## config.mk

```make
export PLATFORM = sky130hd
export DESIGN_NAME = uart_tx_byte_flat
export DESIGN_NICKNAME = d
export VERILOG_FILES = /design/src/rtl/uart_tx_byte_if.sv /design/src/rtl/uart_tx_byte.sv /design/src/flat_wrapper.sv
export SDC_FILE = /design/constraint.sdc
export NUM_CORES = 1
export LEC_CHECK = 0
export CAP_MARGIN = 20
export CORE_MARGIN = 10
export CORE_UTILIZATION = 55
export DETAILED_ROUTE_END_ITERATION = 7
export PLACE_DENSITY_LB_ADDON = 0.2
export SLEW_MARGIN = 20
export SYNTH_ARGS = -nofsm -noshare
export SYNTH_HDL_FRONTEND = slang
export SYNTH_SLANG_ARGS = --single-unit
```

## constraint.sdc

```tcl
create_clock -name clk -period 2 [get_ports clk]
set_input_delay 0.5 -clock clk [delete_from_list [all_inputs] [get_ports clk]]
set_output_delay 0.5 -clock clk [all_outputs]
set_load 0.01 [all_outputs]
```

## src/rtl/uart_tx_byte_if.sv

```systemverilog
// uart_tx_byte_if
//   Byte handshake and serial output bundle of the UART byte transmitter.
//
//   Signals:
//     D      byte offered by the upstream serializer
//     valid  D holds a byte to send
//     ready  transmitter can accept a byte this cycle
//     tx     serial line, idles high
//     busy   frame in progress
//     done   one-cycle pulse when a frame's stop bit completes
//
//   Handshake: a byte moves on the rising edge where valid && ready are both
//   high. valid seen while ready is low is ignored (nothing is buffered), and
//   D only has to be stable on that accepting edge.
//
//   Modports:
//     master  the upstream side (drives D/valid, observes everything else)
//     slave   the transmitter itself
interface uart_tx_byte_if #(
    parameter int DATA_SIZE = 8
);
    logic [DATA_SIZE-1:0] D;
    logic                 valid;
    logic                 ready;
    logic                 tx;
    logic                 busy;
    logic                 done;

    modport master (
        output D, valid,
        input  ready, tx, busy, done
    );

    modport slave (
        input  D, valid,
        output ready, tx, busy, done
    );
endinterface

```

## src/rtl/uart_tx_byte.sv

```systemverilog
// uart_tx_byte
//   Byte-wide UART transmitter. Takes one DATA_SIZE-bit byte per valid/ready
//   handshake and sends it on tx as start bit, data bits LSB first, optional
//   even-parity bit, stop bit. ready/done pace the upstream word-to-byte
//   serializer so consecutive bytes leave as back-to-back frames with one
//   idle-high cycle between them.
//
//   Parameters:
//     DATA_SIZE     data bits per frame (default 8)
//     CLKS_PER_BIT  clk cycles per UART bit (default 868, >= 2)
//
//   Ports:
//     clk        system clock, rising edge
//     rst        synchronous active-high reset
//     bus        uart_tx_byte_if.slave: D, valid, ready, tx, busy, done
//     dbg_state  current FSM state encoding (IDLE=0 START=1 DATA=2
//                PARITY=3 STOP=4)
//
//   Build option:
//     UART_TX_PARITY_EN  when defined, an even-parity bit is sent between
//                        the last data bit and the stop bit. When undefined
//                        the frame is plain 8N1 and no parity logic exists.
//
//   All outputs are registered.
module uart_tx_byte #(
    parameter int DATA_SIZE    = 8,
    parameter int CLKS_PER_BIT = 868
) (
    input  logic              clk,
    input  logic              rst,
    uart_tx_byte_if.slave     bus,
    output logic [2:0]        dbg_state
);

    localparam int BAUD_W = $clog2(CLKS_PER_BIT);
    localparam int BIT_W  = $clog2(DATA_SIZE) + 1;

    typedef enum logic [2:0] {
        IDLE   = 3'd0,
        START  = 3'd1,
        DATA   = 3'd2,
        PARITY = 3'd3,
        STOP   = 3'd4
    } state_t;

    state_t               state;
    logic [BAUD_W-1:0]    baud_cnt;
    logic [BIT_W-1:0]     bit_cnt;
    logic [DATA_SIZE-1:0] shift_reg;
    logic [DATA_SIZE-1:0] shift_next;
    logic                 tx_q;
    logic                 ready_q;
    logic                 busy_q;
    logic                 done_q;
    logic                 baud_last;
    logic                 bit_last;
`ifdef UART_TX_PARITY_EN
    logic                 parity_q;
`endif

    assign baud_last  = (baud_cnt == BAUD_W'(CLKS_PER_BIT - 1));
    assign bit_last   = (bit_cnt == BIT_W'(DATA_SIZE - 1));
    assign shift_next = shift_reg >> 1;

    always_ff @(posedge clk) begin
        if (rst) begin
            state     <= IDLE;
            baud_cnt  <= '0;
            bit_cnt   <= '0;
            shift_reg <= '0;
            tx_q      <= 1'b1;
            ready_q   <= 1'b1;
            busy_q    <= 1'b0;
            done_q    <= 1'b0;
`ifdef UART_TX_PARITY_EN
            parity_q  <= 1'b0;
`endif
        end else begin
            // done is a single-cycle pulse; only the STOP exit raises it.
            done_q <= 1'b0;
            case (state)
                IDLE: begin
                    baud_cnt <= '0;
                    bit_cnt  <= '0;
                    if (bus.valid && ready_q) begin
                        shift_reg <= bus.D;
`ifdef UART_TX_PARITY_EN
                        // Parity comes from the accepted byte, not live D.
                        parity_q  <= ^bus.D;
`endif
                        state     <= START;
                        tx_q      <= 1'b0;
                        ready_q   <= 1'b0;
                        busy_q    <= 1'b1;
                    end
                end
                START: begin
                    if (baud_last) begin
                        baud_cnt <= '0;
                        bit_cnt  <= '0;
                        state    <= DATA;
                        tx_q     <= shift_reg[0];
                    end else begin
                        baud_cnt <= baud_cnt + BAUD_W'(1);
                    end
                end
                DATA: begin
                    if (baud_last) begin
                        baud_cnt <= '0;
                        if (bit_last) begin
`ifdef UART_TX_PARITY_EN
                            state <= PARITY;
                            tx_q  <= parity_q;
`else
                            state <= STOP;
                            tx_q  <= 1'b1;
`endif
                        end else begin
                            // tx is registered, so it takes the bit that
                            // will sit in shift_reg[0] after this shift.
                            bit_cnt   <= bit_cnt + BIT_W'(1);
                            shift_reg <= shift_next;
                            tx_q      <= shift_next[0];
                        end
                    end else begin
                        baud_cnt <= baud_cnt + BAUD_W'(1);
                    end
                end
`ifdef UART_TX_PARITY_EN
                PARITY: begin
                    if (baud_last) begin
                        baud_cnt <= '0;
                        state    <= STOP;
                        tx_q     <= 1'b1;
                    end else begin
                        baud_cnt <= baud_cnt + BAUD_W'(1);
                    end
                end
`endif
                STOP: begin
                    if (baud_last) begin
                        // First IDLE cycle: ready returns together with done.
                        baud_cnt <= '0;
                        state    <= IDLE;
                        tx_q     <= 1'b1;
                        ready_q  <= 1'b1;
                        busy_q   <= 1'b0;
                        done_q   <= 1'b1;
                    end else begin
                        baud_cnt <= baud_cnt + BAUD_W'(1);
                    end
                end
                default: begin
                    state    <= IDLE;
                    baud_cnt <= '0;
                    bit_cnt  <= '0;
                    tx_q     <= 1'b1;
                    ready_q  <= 1'b1;
                    busy_q   <= 1'b0;
                end
            endcase
        end
    end

    assign bus.tx    = tx_q;
    assign bus.ready = ready_q;
    assign bus.busy  = busy_q;
    assign bus.done  = done_q;
    assign dbg_state = state;

endmodule

```

## src/flat_wrapper.sv

```systemverilog
// flat-port wrapper written by rule: the top's interface ports become plain ports
module uart_tx_byte_flat 
#(
    parameter int DATA_SIZE    = 8,
    parameter int CLKS_PER_BIT = 868
)
  (clk, rst, dbg_state, bus_D, bus_valid, bus_ready, bus_tx, bus_busy, bus_done);
  uart_tx_byte_if #(.DATA_SIZE(DATA_SIZE)) bus_i ();
  input  logic clk;
  input  logic rst;
  output logic [2:0] dbg_state;
  input wire logic [$bits(bus_i.D)-1:0] bus_D;
  input wire logic [$bits(bus_i.valid)-1:0] bus_valid;
  output wire logic [$bits(bus_i.ready)-1:0] bus_ready;
  output wire logic [$bits(bus_i.tx)-1:0] bus_tx;
  output wire logic [$bits(bus_i.busy)-1:0] bus_busy;
  output wire logic [$bits(bus_i.done)-1:0] bus_done;
  assign bus_i.D = bus_D;
  assign bus_i.valid = bus_valid;
  assign bus_ready = bus_i.ready;
  assign bus_tx = bus_i.tx;
  assign bus_busy = bus_i.busy;
  assign bus_done = bus_i.done;
  uart_tx_byte #(.DATA_SIZE(DATA_SIZE), .CLKS_PER_BIT(CLKS_PER_BIT)) u_core (.clk(clk), .rst(rst), .bus(bus_i), .dbg_state(dbg_state));
endmodule
```

* Word-level counts from Yosys, hierarchy flattened
Cells that the tools add are included.
Storage, ports and cells: word-level logic and storage cells 61, output and inout port bits 7, register bits 29, input bits 11
Cells by class: mux-type cells 25, reduce and logical (&&, ||, !) cells 12, bitwise operators 3, $add $sub $neg 2, equality and inequality tests 11
Operators with widths (count):
- $mux 8 | 3
- $pmux 8 s2 | 1
- $mux 3 | 5
- $mux 4 | 3
- $pmux 3 s4 | 1
- $pmux 4 s3 | 1
- $reduce_and 4->1 | 3
- $add 10x1->10 const B | 1
- $eq 10x10->1 const B | 1
- $ne 2x1->1 const B | 5
- $mux 1 | 8
- $pmux 1 s3 | 2
- $reduce_or 3->1 | 2
- $reduce_and 5->1 | 1
- $add 4x1->4 const B | 1
- $eq 4x3->1 const B | 1
- $pmux 1 s4 | 1
- $reduce_or 2->1 | 2
- $eq 3x1->1 const B | 1
- $eq 3x2->1 const B | 1
- $eq 3x3->1 const B | 1
- $logic_not 3->1 | 1
- $not 1->1 | 3
- $reduce_and 3->1 | 1
- 3 further kinds | 3

* Depth between registers and ports, before layout
Gate-level depths: netlist of run 1.
depth after elaboration 4, depth in mapped cells 7, gate-level depth less buffers 5

* Worst setup path after synthesis of run 1
No wires, ideal clock.
path type register to register, start point reg u_core.baud_cnt[0], end point reg u_core.bit_cnt[0], setup slack 388 ps, arrival 1496 ps, library setup time 116 ps, period minus slack after synthesis 1612 ps, path buffers 0, cell stages (with the launch flop) 6, path through dfxtp_1 -> ha_1 -> nand4b_1 -> o32ai_1 -> nand2_1 -> a31o_2
Between the ends: word-level cells in the longest chain between the ends 3, elaborated cells on any way between the ends 4
Ends and longest elaborated chain:
- start: declaration | line uart_tx_byte.sv:47 | logic [BAUD_W-1:0] baud_cnt;
- start signal: assignment | line uart_tx_byte.sv:104 | baud_cnt <= baud_cnt + BAUD_W'(1);
- start signal: assignment | line uart_tx_byte.sv:126 | baud_cnt <= baud_cnt + BAUD_W'(1);
- start signal: assignment | line uart_tx_byte.sv:150 | baud_cnt <= baud_cnt + BAUD_W'(1);
- $eq 10x10->1 * | line uart_tx_byte.sv:61 | assign baud_last = (baud_cnt == BAUD_W'(CLKS_PER_BIT - 1));
- $ne 2x1->1 (no line)
- $reduce_and 4->1 (no line) *
- end signal: assignment | line uart_tx_byte.sv:121 | bit_cnt <= bit_cnt + BIT_W'(1);
- end: declaration | line uart_tx_byte.sv:48 | logic [BIT_W-1:0] bit_cnt;
Every way passes the cells marked *; elsewhere a longest branch is shown, timed or not. A chain may end at the register's enable or synchronous reset.

* Worst setup path in the final report of run 1
start point reg u_core.state[2], in the netlist u_core.dbg_state[2], end point out dbg_state[2]
RTL lines:
- start: declaration | line uart_tx_byte.sv:46 | state_t state;
- start signal: assignment | line uart_tx_byte.sv:67 | state <= IDLE;
- start signal: assignment | line uart_tx_byte.sv:91 | state <= START;
- start signal: assignment | line uart_tx_byte.sv:101 | state <= DATA;
- end: declaration | line flat_wrapper.sv:11 | output logic [2:0] dbg_state;
No word-level cell between the ends.

==> results of run 1 <==
## repair_timing
action / in CTS / in global routing
endpoints found under the setup margin: 2 / 2
cloned: 0 / 0
resized for setup: 2 / 1
endpoints found under the hold margin: 0 / 0
pin swaps: 0 / 1
## cells in the mapped netlist, types with 2 or more instances
library cell / count / share of area (%)
clkbuf_1: 7 / 1.6
nor4_1: 2 / 0.78
nand2_1: 11 / 2.6
nor2_1: 19 / 4.5
o311ai_0: 2 / 1.1
nor3_1: 4 / 1.3
dfxtp_1: 29 / 36
ha_1: 2 / 1.6
a21oi_1: 10 / 3.1
o31a_1: 2 / 1.1
nand3b_1: 3 / 1.4
xnor2_1: 7 / 3.8
nand3_1: 22 / 6.9
a31oi_1: 16 / 6.3
nor3b_1: 8 / 3.8
or3b_2: 2 / 1.1
buf_6: 3 / 2.1
nand4_1: 3 / 1.2
o21ai_0: 4 / 1.3
inv_1: 2 / 0.47
## power by group through the flow
stage	Combinational (mW)	Sequential, mW	Clock (mW)
finish	0.188	0.641	0.353
floorplan	0.114	0.651	0
detailed placement	0.187	0.652	0
global route	0.210	0.646	0.380
CTS	0.187	0.639	0.360
global placement	0.181	0.650	0
## cell families after synthesis
kind of cell / share of synthesized area [%]
simple gates: 34.2
compound gates: 17.9
flops: 36.3
buf+inv: 5.00
xor+xnor: 4.38
fa+ha+maj: 1.56
mux: 0.626
## how the worst max path moves through the flow
stage               slack (ns)                   to                 from
global placement          0.05  u_core.shift_reg[3]            bus_valid
CTS                       0.05         dbg_state[0]  u_core.dbg_state[0]
floorplan                 0.39    u_core.bit_cnt[0]   u_core.baud_cnt[0]
detailed placement       0.002  u_core.shift_reg[4]            bus_valid
finish                    0.09         dbg_state[2]  u_core.dbg_state[2]
global route              0.01    u_core.bit_cnt[0]   u_core.baud_cnt[0]
## layout make-up
cell class              instances  area share [%]
multi-input cells             146            49.9
flip-flops and latches         29            31.1
repair buffers                 29            13.8
clock buffers                   6            2.19
well taps                      31            2.06
clock inverters                 2           0.532
inverters                       2           0.399
## routing by layer
metal  vias to the layer above  share of wire, %  GRT usage [%]  routed length (um)
met1                       723                43           18.3                1610
met3                        10               7.6           4.52                 282
met4                         0               2.2           7.66                  82
li1                        755                 -              -                   -
met5                         -                 0              0                   0
met2                        53                47           23.1                1750
## metrics by stage
stage / setup WS (ns) / cells
5_1_grt: 0.0110 / 245
3_3_place_gp: 0.0537 / 237
3_5_place_dp: 0.00250 / 237
6_report: 0.0851 / 245
4_1_cts: 0.0453 / 245
2_1_floorplan: 0.388 / 189
==> PnR_summary.wiki, run 1 <==
{| class="wikitable"
! Metric !! Value
|-
| Result of the run || completed
|-
| Achievable frequency || approximately 520 MHz
|-
| Maximum ir drop on the vdd rail || 0.568 mV
|-
| Part of the Yosys area used for sequential elements || 36.3%
|-
| Most used flip-flop cell after synthesis || dfxtp_1
|-
| Final layout net count || between 200 and 250
|-
| Flip-flop count of the largest register after layout || 10
|-
| Register-to-Register Path Depth || 5
|-
| Ratio of total power to cell area || about 630 mW/mm^2
|-
| Num CTS Buffers || 5
|-
| Critical Path Start Type || flip-flop
|-
| RSZ-0062 raised after global routing || false
|-
| Area overhead of the layout relative to synthesis || 17.6%
|-
| Post-synthesis async set-or-reset flop share || 0%
|-
| Avg Vias per Cell || around 6.3
|-
| Fraction of power spent switching nets || between 20 and 30%
|-
| Number of distinct standard cells referenced by the synthesized netlist || between 50 and 60
|-
| Hold wc startpoint || u_core.baud_cnt[0]
|-
| Later-pin clock latency in the skew report || approximately 0.35 ns
|-
| Final core utilization || just under 70%
|-
| Detailed Routing Iterations Pass 1 || 4
|-
| Accumulated negative setup slack || 0 ns
|-
| Most common cell after layout, fill and taps aside || dfxtp_1
|-
| Final-report hold violation count || 0
|-
| Number of hold buffers added after cts || 0
|-
| HPWL after DPL || 2690 um
|-
| Setup violations, final || 0
|-
| CTS tree || yes
|-
| Period utilization || between 90% and 100%
|-
| Number of synthesized register bits || 29
|-
| Worst hold path stage count || 1
|-
| Required @ worst endpoint || around 1.5 ns
|-
| Reported net switching power || approximately 0.34 mW
|-
| Fraction of final layout cells sized beyond drive strength 1 || between 15 and 20%
|-
| Largest driver fanout on the critical path || 12
|-
| Tightest Pin Transition || approximately 0.48 ns
|-
| Initial standard-cell utilization of the core || between 50% and 60%
|-
| FF+latch area || between 500 and 600 um^2
|-
| Wire length after detailed routing || 3720 um
|-
| Type of the tightest min-delay check || reg -> reg
|-
| Vias in the first global route || about 1400
|-
| Number of antenna violations at the first check in global routing || 0
|-
| DP Area || 0.00183 mm^2
|-
| CP Cell Sequence || clkdlybuf4s50_1
|-
| Synthesized instance count || 189
|-
| Wire length per cell || ~15 um
|-
| Leak || 0.626 nW
|-
| Endpoint kind of the worst setup timing path || output port
|-
| Width of the chip || roughly 74 um
|-
| Mapped Nets || 202
|-
| Synthesized area divided by synthesized cell count || around 8.5 um^2
|-
| Overall global routing resource usage || between 10% and 20%
|-
| Number of buffers on the longest clock path || 2
|-
| Commonest non-fill, non-tap cells in the layout || 26 x dfxtp_1, 22 x nand3_1, 19 x nor2_1
|-
| Design Power || 1.18 mW
|-
| Final weighted congestion of routability-driven global placement || about 0.84
|-
| Top Ports || 18
|-
| Number of slew-limit violations in the final report || 0
|-
| Final antenna-violating net count || 0
|-
| Final routed DRC violation total || 0
|-
| Cell area after synthesis || about 0.0016 mm^2
|-
| Hold-critical path endpoint || u_core.baud_cnt[0]
|-
| Critical path arrival || roughly 1.4 ns
|-
| Leftover overflow at the end of global routing || 0
|-
| Root buffer cell || clkbuf_4
|-
| Maxcap violations || 0
|-
| Kind of critical path || reg -> out
|-
| Worst Hold Margin || approximately 0.47 ns
|-
| Buffers added on ports || 17
|-
| WP buf/inv || 1
|-
| Maximum number of pins on one net before global-route repair || 16
|-
| Comb pwr share || about 16%
|-
| Final critical delay including setup and external delays || 1.91 ns
|-
| Kind of cell adding the most delay to the critical path || buffers and inverters
|-
| Clock network fraction of design power || 29.9%
|-
| Finished layout cell area || between 0.0015 and 0.002 mm^2
|-
| Count of flip-flops with a built-in enable after synthesis || 0
|-
| Slowest cell on crit path || clkdlybuf4s50_1
|-
| Total area of multi-input combinational cells || 940 um^2
|-
| Setup skew after layout || 0.0131 ns
|-
| Reg-to-reg critical path endpoint || u_core.bit_cnt[0]
|-
| Total setup buffers inserted after CTS || 0
|-
| Maximum single-stage delay on the critical path || a little under 0.6 ns
|-
| Worst reg2reg path startpoint || u_core.baud_cnt[0]
|-
| Internal Dissipation || about 0.84 mW
|-
| Clock slew at reported path FFs || approximately 0.1 ns
|-
| Wire length of the first global-routing pass || around 6600 um
|-
| Antenna fix cells || 0
|-
| Initial DRC count || 147
|-
| Synthesis warning total || 0
|-
| Worst slew margin relative to its limit || roughly two thirds
|-
| Std-Cell Rows || 19
|-
| Fill cell count || between 200 and 250
|-
| Chip Height || 73.9 um
|-
| Overall die area || around 0.0055 mm^2
|-
| Core region area || 0.00278 mm^2
|-
| Vias || approximately 1500
|-
| Proportion of power drawn by flip-flops and latches || between 50% and 60%
|-
| H-tree depth reported by CTS || 2
|-
| Reg2reg setup slack || between 0.15 and 0.2 ns
|-
| Logic depth of the worst setup path including buffers || 1
|-
| Total number of clock tree sinks || 29
|}
(Power assumes the default switching activity.)
==> run 2: changes to the inputs <==
SLEW_MARGIN = default   (was 20)
==> results of run 2 <==
No change in the layout: final DEF, timing and power equal those of run 1.
==> run 3: changes to the inputs <==
CORE_UTILIZATION = 50   (was 55)
clock period = 1.65 ns   (was 2 ns; I/O delays follow)
==> PnR_summary.wiki, run 3 (same netlist as run 1, synthesis figures left out) <==
{| class="wikitable"
! Metric !! Value
|-
| Dpl cells || 263 (was 237)
|-
| Width of the chip || 76.6 um (was 73.9 um)
|-
| Commonest non-fill, non-tap cells in the layout || 26 x buf_4, 23 x dfxtp_1, 22 x nand3_1 (was 26 x dfxtp_1, 22 x nand3_1, 19 x nor2_1)
|-
| Type of the tightest min-delay check || reg -> reg (unchanged)
|-
| Final critical delay including setup and external delays || between 1.5 and 2 ns
|-
| Initial DRC count || 138 (was 147)
|-
| Buffers added on ports || 17 (unchanged)
|-
| Fraction of final layout cells sized beyond drive strength 1 || 23.8% (was 15.9%)
|-
| CP Launch Point || u_core.bus.done (was u_core.dbg_state[2])
|-
| Antenna fix cells || 0 (unchanged)
|-
| Required @ worst endpoint || 1.24 ns (was 1.50 ns)
|-
| Maximum ir drop on the vdd rail || 0.528 mV (was 0.568 mV)
|-
| CTS tree || yes (unchanged)
|-
| Std-Cell Rows || 20 (was 19)
|-
| Final core utilization || 66.8% (was 67.7%)
|-
| Endpoint kind of the worst setup timing path || output port (unchanged)
|-
| WP buf/inv || 1 (unchanged)
|-
| Largest driver fanout on the critical path || 1 (was 12)
|-
| Detailed Routing Iterations Pass 1 || 4 (unchanged)
|-
| Avg Vias per Cell || 5.86 (was 6.29)
|-
| Reg2reg setup slack || 0.07 ns (was 0.16 ns)
|-
| Final-report hold violation count || 0 (unchanged)
|-
| CP Cell Sequence || clkdlybuf4s50_1 (unchanged)
|-
| Final antenna-violating net count || 0 (unchanged)
|-
| DP Area || 0.00194 mm^2 (was 0.00183 mm^2)
|-
| Wire length of the first global-routing pass || 7070 um (was 6600 um)
|-
| Most common cell after layout, fill and taps aside || buf_4 (was dfxtp_1)
|-
| Register-to-Register Path Depth || 5 (unchanged)
|-
| Chip Height || 76.6 um (was 73.9 um)
|-
| Setup skew after layout || 0.0150 ns (was 0.0131 ns)
|-
| Tightest Pin Transition || 0.386 ns (was 0.480 ns)
|-
| Top Ports || 18 (unchanged)
|-
| Achievable frequency || 630 MHz
|-
| Wire length after detailed routing || 3980 um (was 3720 um)
|-
| Leak || 0.731 nW (was 0.626 nW)
|-
| RSZ-0062 raised after global routing || true (was false)
|-
| Period utilization || 96.2%
|-
| Number of slew-limit violations in the final report || 0 (unchanged)
|-
| Later-pin clock latency in the skew report || 0.34 ns (was 0.35 ns)
|-
| Capture point of the worst path || bus_done (was dbg_state[2])
|-
| HPWL after DPL || 2950 um (was 2690 um)
|-
| Finished layout cell area || 0.00204 mm^2 (was 0.00188 mm^2)
|-
| Final routed DRC violation total || 0 (unchanged)
|-
| Final weighted congestion of routability-driven global placement || 0.925 (was 0.842)
|-
| Overall global routing resource usage || 14.1% (was 14.9%)
|-
| Num CTS Buffers || 5 (unchanged)
|-
| Maximum number of pins on one net before global-route repair || 16 (unchanged)
|-
| Initial standard-cell utilization of the core || 52.4% (was 57.5%)
|-
| Overall die area || 0.00586 mm^2 (was 0.00547 mm^2)
|-
| Root buffer cell || clkbuf_4 (unchanged)
|-
| Maxcap violations || 0 (unchanged)
|-
| Flip-flop count of the largest register after layout || 10 (unchanged)
|-
| Ratio of total power to cell area || 714 mW/mm^2 (was 628 mW/mm^2)
|-
| Logic depth of the worst setup path including buffers || 1 (unchanged)
|-
| Slowest cell on crit path || clkdlybuf4s50_1 (unchanged)
|-
| Number of buffers on the longest clock path || 2 (unchanged)
|-
| Reg-to-reg critical path endpoint || u_core.bit_cnt[0] (unchanged)
|-
| Kind of critical path || reg -> out (unchanged)
|-
| Leftover overflow at the end of global routing || 0 (unchanged)
|-
| Clock slew at reported path FFs || 0.09 ns (was 0.10 ns)
|-
| Kind of cell adding the most delay to the critical path || buffers and inverters (unchanged)
|-
| Critical Path Start Type || flip-flop (unchanged)
|-
| Worst reg2reg path startpoint || u_core.dbg_state[2] (was u_core.baud_cnt[0])
|-
| Maximum single-stage delay on the critical path || 0.53 ns (was 0.59 ns)
|-
| Wire length per cell || 14.7 um (was 15.2 um)
|-
| Filler-free cell count of the finished design || 271 (was 245)
|-
| Number of antenna violations at the first check in global routing || 0 (unchanged)
|-
| Vias || 1588 (was 1541)
|-
| Worst slew margin relative to its limit || 74.0% (was 68.0%)
|-
| Result of the run || completed (unchanged)
|-
| Setup violations, final || 0 (unchanged)
|-
| H-tree depth reported by CTS || 2 (unchanged)
|-
| Critical path arrival || 1.17 ns (was 1.41 ns)
|-
| Area overhead of the layout relative to synthesis || 27.5% (was 17.6%)
|-
| Core region area || 0.00305 mm^2 (was 0.00278 mm^2)
|-
| Total number of clock tree sinks || 29 (unchanged)
|-
| Final layout net count || 240 (was 226)
|-
| Vias in the first global route || 1611 (was 1413)
|}
-- run 3: worst min path at each step --
stage	startpoint	to	slack, ns	cells past startpoint
final	u_core.bus.busy	u_core.bus.busy	0.47	2
after CTS	u_core.bus.busy	u_core.bus.busy	0.47	2
after global placement	u_core.bus.busy	u_core.bus.busy	0.45	2
after detailed placement	u_core.bus.busy	u_core.bus.busy	0.46	2
after floorplan	u_core.baud_cnt[0]	u_core.baud_cnt[0]	0.43	1
after global routing	u_core.bus.busy	u_core.bus.busy	0.51	2
-- run 3: area by class of cell --
class | instances | area, um^2
fill | 276 | 1010
multi-input combinational | 146 | 967
sequential | 29 | 591
timing repair buffer | 43 | 365
clock buffer | 7 | 55.1
tap | 44 | 55.1
inverter | 2 | 7.51
-- run 3: through the flow --
step	worst slack, ns	total power [mW]	TNS, ns	hold slack [ns]
global route	-0.0330	1.53	-0.145	0.513
CTS	0.00104	1.46	0	0.475
floorplan	0.0377	0.927	0	0.430
detailed placement	-0.229	1.03	-2.56	0.462
finish	0.0628	1.46	0	0.466
global placement	-0.198	1.01	-2.40	0.454
-- run 3: worst reg2reg max path: cells and delay by family, from the launching register on --
| family | cells | cell delay, ns |
|---|---|---|
| compound gates | 2 | 0.38 |
| buf+inv | 1 | 0.17 |
| flops | 1 | 0.35 |
| simple gates | 2 | 0.58 |
-- run 3: report_power, final --
group	total [mW]	internal, mW	switching, mW
logic	0.233	0.122	0.111
clock network	0.446	0.201	0.245
registers	0.778	0.742	0.0367
-- run 3: per-layer routing --
layer	vias up	share of wire, %	global-route usage, %
met5	-	0	0
met4	0	1.2	5.58
met3	6	5.1	4.60
met2	38	50	23.6
met1	760	44	16.2
li1	784	-	-
-- run 3: what timing repair did --
item | CTS | global route
gates resized for setup | 9 | 10
buffers inserted | 0 | 1
pin swaps | 0 | 3
hold buffers | 0 | 0
setup endpoints to repair | 4 | 21
